==> src/rtl/cpu65_pkg.sv <==
// Shared types for the 6502-style address path: addressing mode and the
// indexed-address FSM state encoding.
package cpu65_pkg;

    typedef enum logic {
        ZPG_IDX = 1'b0,
        ABS_IDX = 1'b1
    } mode_t;

    typedef enum logic [2:0] {
        IDLE     = 3'd0,
        FETCH_LO = 3'd1,
        FETCH_HI = 3'd2,
        FIXUP    = 3'd3,
        DONE     = 3'd4
    } agen_state_t;

endpackage

==> src/rtl/index_address_generator.sv <==
// Indexed effective-address generator (zp,X / abs,X|Y) with the 6502-style
// uncorrected dummy read on page cross or store.
module index_address_generator
    import cpu65_pkg::*;
(
    input  logic        fclk,
    input  logic        reset,
    input  logic        start,
    input  mode_t       mode,
    input  logic        is_write,
    input  logic [7:0]  index_in,
    input  logic [7:0]  db_in,
    input  logic        db_valid,
    output logic [15:0] ab_out,
    output logic        addr_valid,
    output logic        dummy_cycle,
    output logic        page_cross,
    output logic        busy
);

    agen_state_t r_state, w_state_next;
    mode_t       r_mode, w_mode_next;
    logic        r_is_write, w_is_write_next;
    logic [7:0]  r_index, w_index_next;
    logic [7:0]  r_hi, w_hi_next;
    logic [8:0]  r_sum9, w_sum9_next;
    logic [15:0] r_ab, w_ab_next;
    logic        r_addr_valid, w_addr_valid_next;
    logic        r_dummy, w_dummy_next;
    logic        r_page_cross, w_page_cross_next;
    logic        r_busy, w_busy_next;
    logic [8:0]  w_sum9;

    assign w_sum9 = {1'b0, db_in} + {1'b0, r_index};

    always_comb begin
        w_state_next      = r_state;
        w_mode_next       = r_mode;
        w_is_write_next   = r_is_write;
        w_index_next      = r_index;
        w_hi_next         = r_hi;
        w_sum9_next       = r_sum9;
        w_ab_next         = r_ab;
        w_addr_valid_next = 1'b0;
        w_dummy_next      = 1'b0;
        w_page_cross_next = r_page_cross;

        case (r_state)
            IDLE: begin
                if (start) begin
                    w_mode_next       = mode;
                    w_is_write_next   = is_write;
                    w_index_next      = index_in;
                    w_page_cross_next = 1'b0;
                    w_state_next      = FETCH_LO;
                end
            end
            FETCH_LO: begin
                if (db_valid) begin
                    w_sum9_next = w_sum9;
                    if (r_mode == ZPG_IDX) begin
                        // Zero page wraps: the carry never reaches the high byte.
                        w_ab_next         = {8'h00, w_sum9[7:0]};
                        w_addr_valid_next = 1'b1;
                        w_state_next      = DONE;
                    end else begin
                        w_state_next = FETCH_HI;
                    end
                end
            end
            FETCH_HI: begin
                if (db_valid) begin
                    w_hi_next         = db_in;
                    w_page_cross_next = r_sum9[8];
                    w_ab_next         = {db_in, r_sum9[7:0]};
                    if (r_sum9[8] || r_is_write) begin
                        w_dummy_next = 1'b1;
                        w_state_next = FIXUP;
                    end else begin
                        w_addr_valid_next = 1'b1;
                        w_state_next      = DONE;
                    end
                end
            end
            FIXUP: begin
                w_ab_next         = {r_hi + {7'b0, r_sum9[8]}, r_sum9[7:0]};
                w_addr_valid_next = 1'b1;
                w_state_next      = DONE;
            end
            DONE: begin
                w_state_next = IDLE;
            end
            default: begin
                w_state_next = IDLE;
            end
        endcase

        w_busy_next = (w_state_next != IDLE);
    end

    always_ff @(posedge fclk) begin
        if (reset) begin
            r_state      <= IDLE;
            r_mode       <= ZPG_IDX;
            r_is_write   <= 1'b0;
            r_index      <= 8'h00;
            r_hi         <= 8'h00;
            r_sum9       <= 9'h000;
            r_ab         <= 16'h0000;
            r_addr_valid <= 1'b0;
            r_dummy      <= 1'b0;
            r_page_cross <= 1'b0;
            r_busy       <= 1'b0;
        end else begin
            r_state      <= w_state_next;
            r_mode       <= w_mode_next;
            r_is_write   <= w_is_write_next;
            r_index      <= w_index_next;
            r_hi         <= w_hi_next;
            r_sum9       <= w_sum9_next;
            r_ab         <= w_ab_next;
            r_addr_valid <= w_addr_valid_next;
            r_dummy      <= w_dummy_next;
            r_page_cross <= w_page_cross_next;
            r_busy       <= w_busy_next;
        end
    end

    assign ab_out      = r_ab;
    assign addr_valid  = r_addr_valid;
    assign dummy_cycle = r_dummy;
    assign page_cross  = r_page_cross;
    assign busy        = r_busy;

endmodule

==> config.mk <==
export PLATFORM = sky130hd
export DESIGN_NAME = index_address_generator
export DESIGN_NICKNAME = d
export VERILOG_FILES = /design/src/rtl/cpu65_pkg.sv /design/src/rtl/index_address_generator.sv
export SDC_FILE = /design/constraint.sdc
export NUM_CORES = 1
export LEC_CHECK = 0
export BUFFER_PORTS_ARGS = -buffer_cell sky130_fd_sc_hd__buf_4
export CAP_MARGIN = 20
export CORE_ASPECT_RATIO = 0.6
export CORE_MARGIN = 4
export CORE_UTILIZATION = 50
export CTS_CLUSTER_SIZE = 24
export DETAILED_ROUTE_END_ITERATION = 10
export MAX_ROUTING_LAYER = met4
export PLACE_DENSITY = 0.71
export SYNTH_ARGS = -nofsm -noshare
export SYNTH_HDL_FRONTEND = slang
export SYNTH_SLANG_ARGS = --single-unit
==> constraint.sdc <==
create_clock -name fclk -period 2.35 [get_ports fclk]
set_input_delay 0.3525 -clock fclk [delete_from_list [all_inputs] [get_ports fclk]]
set_output_delay 0.3525 -clock fclk [all_outputs]
set_load 0.01 [all_outputs]
After elaboration in Yosys (flattened, before gate mapping)
Cells that the tools add are included.

Add/sub/neg operators: 2. Multiply operators: 0. Divide/modulo/power cells: 0. Order comparisons: 0. Eq/ne operators: 7. Shift operators: 0. Multiplexer cells: 19. Bitwise logic cells: 2. Reduce and logical (&&, ||, !) cells: 11.

Operators with widths (count): $mux W16 (3); $pmux W16 S3 (1); $mux W3 (5); $pmux W3 S4 (1); $add A8 B8 Y9 (1); $add A8 B1 Y8 (1); $ne A2 B2 Y1 const B (4); $mux W1 (7); $eq A3 B2 Y1 const B (2); $reduce_and A2 Y1 (3); $reduce_bool A3 Y1 (2); $reduce_and A4 Y1 (1); $eq A3 B1 Y1 const B (1); $logic_not A3 Y1 (1); $pmux W1 S3 (1); $reduce_and A3 Y1 (1); $reduce_or A3 Y1 (1); $not A1 Y1 (2); $pmux W1 S2 (1); $reduce_bool A2 Y1 (1); $logic_or A1 B1 Y1 (1).

Register bits after elaboration: 50. Latch bits: 0. Memory bits (writable): 0. Bits in read-only memories: 0. Output and inout port bits: 20. Logic and storage cells: 52. Memories kept: 0.

Longest topological paths before layout
Gate-level depths: netlist of run 1.

Depth after elaboration: 5. Gate-level depth with buffers: 6. Depth with buffers taken out: 6.

Worst setup path before layout of run 1
Ideal clock, no wire load.

Kind: input to register. From: input port db_in[0]. To: register r_sum9[8]. Arrival: 1841 ps. Required time: 2219 ps. Setup slack: 377 ps. Cell stages on the path: 6. Cells stage by stage: ha_1 -> fa_1 -> a211oi_1 -> o21ai_0 -> a2111oi_0 -> nor3_1.

Longest elaborated chain between the ends: 1.

Ends and longest elaborated chain: from (decl) (RTL line index_address_generator.sv:12) `input logic [7:0] db_in,`; $add A8 B8 Y9 (RTL line index_address_generator.sv:34) `assign w_sum9 = {1'b0, db_in} + {1'b0, r_index};`; to (signal assigned) (RTL line index_address_generator.sv:120) `r_sum9 <= w_sum9_next;`; to (decl) (RTL line index_address_generator.sv:26) `logic [8:0] r_sum9, w_sum9_next;`.

No other way between the ends. A chain may end at the register's enable or synchronous reset.

Worst setup path after layout of run 1
From: register r_index[0]. To: register r_sum9[8].

Longest elaborated chain between the ends: 1.

Ends and longest elaborated chain: from (decl) (RTL line index_address_generator.sv:24) `logic [7:0] r_index, w_index_next;`; from (signal assigned) (RTL line index_address_generator.sv:118) `r_index <= w_index_next;`; $add A8 B8 Y9 (RTL line index_address_generator.sv:34).

No other way between the ends.

==> flow_summary.json, run 1 <==
{
  "run_status": "finished clean",
  "antenna_found_initial": 0,
  "clock_skew_ns": 0.00481,
  "switchingPower_uw": 481,
  "worstHoldPathType": "input pin to register",
  "cts_resized": 0,
  "synth_area_mm2": 0.00255,
  "start_util_pct": 53.6,
  "n_antenna_cell": 0,
  "yosys_warnings": 0,
  "yosysMostFrequentCell": "nand2_1",
  "fin_tns_setup_ns": 0,
  "seq_area_mm2": 0.00100,
  "grt_usage_pct": 21.3,
  "cp_slowest_stage_delay_ns": 0.43,
  "worstPathMaxFanout": 3,
  "wl_per_cell_um": 15.9,
  "synth.distinct_cells": 52,
  "critPathTopFamily": "compound AO/OA/AOI/OAI gates",
  "grt_setup_unrepaired": "no",
  "cap_viol_max_count": 0,
  "worstMarginPinSlew_ns": 0.633,
  "netSwitchingFraction_pct": 26.2,
  "final_hold_viol_count": 0,
  "yosys.area.top_type": "dfxtp_1",
  "cts_buffer_depth": 2,
  "gp_congestion": 0.863,
  "slew_headroom_pct": 57.8,
  "wl_um": 6480,
  "syn_inst": 307,
  "dieArea_mm2": 0.00634,
  "required_ns": 2.52,
  "cts_max_level": 2,
  "p_seq_share_pct": 49.2,
  "crit_type": "register to register",
  "arrival_ns": 2.26,
  "yosysSeqAreaShare_pct": 39.3,
  "nets": 378,
  "slew_viol_final": 0,
  "wl_met2_um": 2570,
  "start_kind": "register",
  "first_pass_iters": 4,
  "grt_max_degree": 44,
  "drc": 0,
  "total_power_mw": 1.83,
  "rows": 19,
  "peakVddDrop_uv": 366,
  "p_leak_nw": 1.21,
  "synthFlopType": "dfxtp_1",
  "top_layer_used": "met4",
  "antenna_left": 0,
  "wl_met3_um": 525,
  "ys_seq_elements": 50,
  "core_area_mm2": 0.00475,
  "drive_gt1_share_pct": 18.3,
  "die_x_um": 100,
  "nFillCells": 428,
  "grt_pass1_vias": 2048,
  "synth-edff-count": 0,
  "chipHeight_um": 63.3,
  "cts_buffers": 5,
  "max_freq_mhz": 480,
  "synth_area_leaders": "dfxtp_1, nand2_1, a21oi_1",
  "endpoint_kind": "register",
  "async_reset_ff_share_pct": 0,
  "multiInputGateArea_mm2": 0.00145,
  "m1WireLength_um": 3360,
  "clkLatencyLatePin_ns": 0.29,
  "clock-sinks": 50,
  "cts_setup_buffers": 0,
  "cp_cell_sequence": "ha_1 > fa_1 > a211oi_1 > o21ai_0 > a2111oi_0 > nor3_1",
  "io-pin-count": 42,
  "gr-total-overflow": 0,
  "portBuffers": 41,
  "critical_path.slowest_cell": "fa_1",
  "internal_power_mw": 1.35,
  "setup_violations": 0,
  "period_minus_slack_ns": 2.08,
  "vias": 2275,
  "synth_nets": 340,
  "area_delta_synth_final_pct": 18.3,
  "clock-root-buffer": "clkbuf_8",
  "synth_area_per_cell_um2": 8.31,
  "drt_iter0_drc": 197,
  "power_frac_comb_pct": 17.1,
  "postCtsHoldBufs": 0,
  "cellPowerDensity_mw_per_mm2": 608,
  "synth_top_area_share_pct": 39.3,
  "path_clk_slew_ns": 0.09,
  "grt_pass1_wl_um": 10500,
  "hpwlAfterDp_um": 4820,
  "path_buf_inv": 0,
  "cts_tree": "done",
  "synthTopCellsByCount": "nand2_1, dfxtp_1, a21oi_1, nor2_1, nand3_1",
  "period_share_pct": 88.6,
  "clkPwrFrac_pct": 33.7,
  "vias_per_cell": 5.58
}
## cells in the final DEF (no fill, tap or decap), drive strengths merged, types with 4 or more instances in the layout
cell    synthesis  final
dfxtp          50     50
nand3          12     12
o21ai          14     14
ha             10     10
a21o            5      5
nand2          59     59
and3            4      4
nand2b          4      4
clkbuf          8      6
a211oi          9      9
inv             4      4
buf             9     48
nor2b           5      5
nor3           10     10
nor2           17     17
or3             8      8
a21oi          35     35
## routing by layer
metal	up-vias	GRT usage, %
li1	1172	-
met1	1042	33.8
met2	59	28.1
met3	2	4.63
met4	0	2.02
met5	-	-
## kinds of logic (layout without fill, tap and decap cells)
family / Yosys count / count (layout) / synth area share (%)
buffers and inverters: 21 / 59 / 3.97
xor gates and xnor gates: 6 / 6 / 2.06
DFF: 50 / 50 / 39.3
AOI/OAI and AO/OA: 88 / 88 / 22.9
adders and majority gates: 11 / 11 / 5.69
muxes: 5 / 5 / 2.06
and+or+nand+nor: 126 / 126 / 24.1
## power groups by stage
stage	Combinational, mW	Clock, mW	Sequential (mW)
final	0.314	0.619	0.903
after global routing	0.347	0.664	0.908
after CTS	0.310	0.628	0.903
after detailed placement	0.308	0	0.922
after global placement	0.305	0	0.921
after floorplan	0.198	0	0.919
## sequential cells by signal (all words and copies together), names as in the netlist, 3 cells and up
| register | cells |
|---|---|
| ab_out | 16 |
| r_sum9 | 9 |
| r_hi | 8 |
| r_index | 8 |
| r_state | 3 |
## stage by stage
step / worst slack [ns] / instances / hold slack, ns / util (%) / area (µm²)
after floorplan: 0.377 / 307 / 0.437 / - / 2550
after global placement: 0.196 / 401 / 0.439 / 61.1 / 2900
after detailed placement: 0.113 / 401 / 0.448 / 61.1 / 2900
after CTS: 0.273 / 408 / 0.294 / 63.4 / 3020
after global routing: 0.0711 / 408 / 0.292 / 63.4 / 3020
final: 0.267 / 408 / 0.299 / 63.4 / 3020
## cell type report
cell class              instances  share of cell area [%]
clock buffers                   6                    2.74
repair buffers                 48                    12.0
inverters                       4                   0.498
multi-input cells             236                    48.0
well taps                      63                    2.61
flip-flops and latches         50                    33.2
clock inverters                 1                   0.996
## path summary, 6_finish.rpt
path                                   from    endpoint  slack, ns  cells past startpoint
worst min-delay path            index_in[3]  r_index[3]       0.30                      3
worst max-delay path             r_index[0]   r_sum9[8]       0.27                      6
worst max register to register   r_index[0]   r_sum9[8]       0.27                      6
worst min register to register    r_sum9[1]   r_sum9[1]       0.46                      2
## worst min-delay path: cells and delay by family
family / cells / cell delay [ns]
buffers and inverters: 1 / 0.11
AND/OR/NAND/NOR: 1 / 0.05
AO/OA/AOI/OAI: 1 / 0.05
(Power assumes the default switching activity.)
==> run 2: changes to the inputs <==
CORE_ASPECT_RATIO = default   (was 0.6)
CORE_MARGIN = default   (was 4)
clock period = 2.6 ns   (was 2.35 ns; I/O delays follow)
==> flow_summary.json, run 2 (synthesis results as in run 1) <==
{
  "worstHoldPathType": "input pin to register",
  "cts_tree": "done",
  "drt_iter0_drc": 155,
  "critPathTopFamily": "compound AO/OA/AOI/OAI gates",
  "grt_pass1_vias": 1966,
  "hold-path-cell-count": 3,
  "hp-start": "index_in[6]",
  "finalCoreUtilization_pct": 62.4,
  "vias": 2293,
  "period_minus_slack_ns": 2.11,
  "io-pin-count": 42,
  "chipHeight_um": 73.4,
  "wl_met2_um": 2790,
  "wl_met3_um": 329,
  "period_share_pct": 81.0,
  "portBuffers": 41,
  "p_leak_nw": 1.20,
  "final_hold_viol_count": 0,
  "total_power_mw": 1.63,
  "fin_tns_setup_ns": 0,
  "crit_type": "register to register",
  "endpoint_kind": "register",
  "max_freq_mhz": 475,
  "clock_skew_ns": 0.00364,
  "wl_per_cell_um": 14.8,
  "clock-sinks": 50,
  "worstPathMaxFanout": 3,
  "cts_buffers": 5,
  "wl_um": 6090,
  "drive_gt1_share_pct": 17.7,
  "core_area_mm2": 0.00482,
  "setup_violations": 0,
  "critical_path.slowest_cell": "fa_1",
  "grt_usage_pct": 24.7,
  "cts_setup_buffers": 0,
  "hold_path_end": "r_index[6]",
  "largest_register_ffs": 16,
  "rr_endpoint": "r_sum9[8]",
  "required_ns": 2.78,
  "cts_buffer_depth": 2,
  "area_delta_synth_final_pct": 17.9,
  "start_kind": "register",
  "cp_cell_sequence": "ha_1 > fa_1 > a211oi_1 > o21ai_0 > a2111oi_0 > nor3_1",
  "top_layer_used": "met4",
  "first_pass_iters": 4,
  "run_status": "finished clean",
  "grt_max_degree": 44,
  "final_cell_mix": "nand2_1, dfxtp_1, buf_4, a21oi_1, nor2_1",
  "rows": 25,
  "start_util_pct": 52.9,
  "slew_headroom_pct": 53.5,
  "die_x_um": 73.4,
  "cap_viol_max_count": 0,
  "vias_per_cell": 5.57,
  "path_buf_inv": 0,
  "clkLatencyLatePin_ns": 0.30,
  "reg2reg_slack_ns": 0.49,
  "clock-root-buffer": "clkbuf_8",
  "cts_max_level": 2,
  "cellPowerDensity_mw_per_mm2": 543,
  "n_antenna_cell": 0,
  "fin_hold_ws_ns": 0.333,
  "worstMarginPinSlew_ns": 0.693,
  "final_common_cell": "nand2_1",
  "dieArea_mm2": 0.00539,
  "drc": 0,
  "m1WireLength_um": 2940,
  "grt_setup_unrepaired": "no",
  "cp_slowest_stage_delay_ns": 0.44,
  "r2r_start": "r_index[0]",
  "postCtsHoldBufs": 0,
  "peakVddDrop_uv": 281,
  "slew_viol_final": 0,
  "antenna_found_initial": 0,
  "gp_congestion": 0.856,
  "grt_pass1_wl_um": 9650,
  "gr-total-overflow": 0,
  "nets": 377,
  "nFillCells": 474,
  "path_clk_slew_ns": 0.09,
  "cts_resized": 0,
  "antenna_left": 0,
  "arrival_ns": 2.29,
  "worstRegToRegCells": 6,
  "hpwlAfterDp_um": 4540
}
-- run 2: cell types whose count changed in the layout (fill, tap and decap cells not counted) --
cell | before | now
buf_4 | 48 | 47
clkbuf_8 | 6 | 5
clkbuf_1 | 0 | 2
-- run 2: where the power goes --
part	total [mW]	leakage [nW]	internal [mW]	switching (mW)
combinational	0.276	0.741	0.118	0.158
sequential	0.816	0.406	0.795	0.0210
clock	0.540	0.0524	0.288	0.252
-- run 2: layer usage --
metal | up-vias | GRT usage (%)
met5 | - | -
met1 | 1051 | 34.1
met2 | 65 | 37.6
met3 | 2 | 3.02
li1 | 1175 | -
met4 | 0 | 8.33
-- run 2: per-stage QoR --
step           worst slack [ns]  cell area [µm²]  instances
6_report                  0.494             3010        412
5_1_grt                   0.301             3010        412
4_1_cts                   0.519             3010        412
3_5_place_dp              0.318             2900        404
3_3_place_gp              0.355             2900        404
2_1_floorplan             0.590             2550        307
-- run 2: worst max-delay path by stage --
stage / startpoint / end / slack [ns] / depth (start not counted)
2_1_floorplan: db_in[0] / r_sum9[8] / 0.59 / 6
3_3_place_gp: db_in[0] / r_sum9[8] / 0.35 / 7
3_5_place_dp: db_in[0] / r_sum9[8] / 0.32 / 7
4_1_cts: r_index[0] / r_sum9[8] / 0.52 / 6
5_1_grt: r_index[0] / r_sum9[8] / 0.30 / 6
6_report: r_index[0] / r_sum9[8] / 0.49 / 6
-- run 2: worst register-to-register path: cells and delay by family (launching register included) --
family / cells / cell delay (ns)
adders and majority gates: 2 / 0.65
DFF: 1 / 0.32
and+or+nand+nor: 1 / 0.09
AOI/OAI and AO/OA: 3 / 0.93
-- run 2: layout make-up --
class | count | area, µm² | area share [%]
tap | 67 | 83.8 | 2.79
inverter | 4 | 15.0 | 0.499
timing repair buffer | 47 | 353 | 11.7
clock inverter | 1 | 30.0 | 0.999
clock buffer | 7 | 76.3 | 2.54
multi-input combinational | 236 | 1450 | 48.1
sequential | 50 | 1000 | 33.3
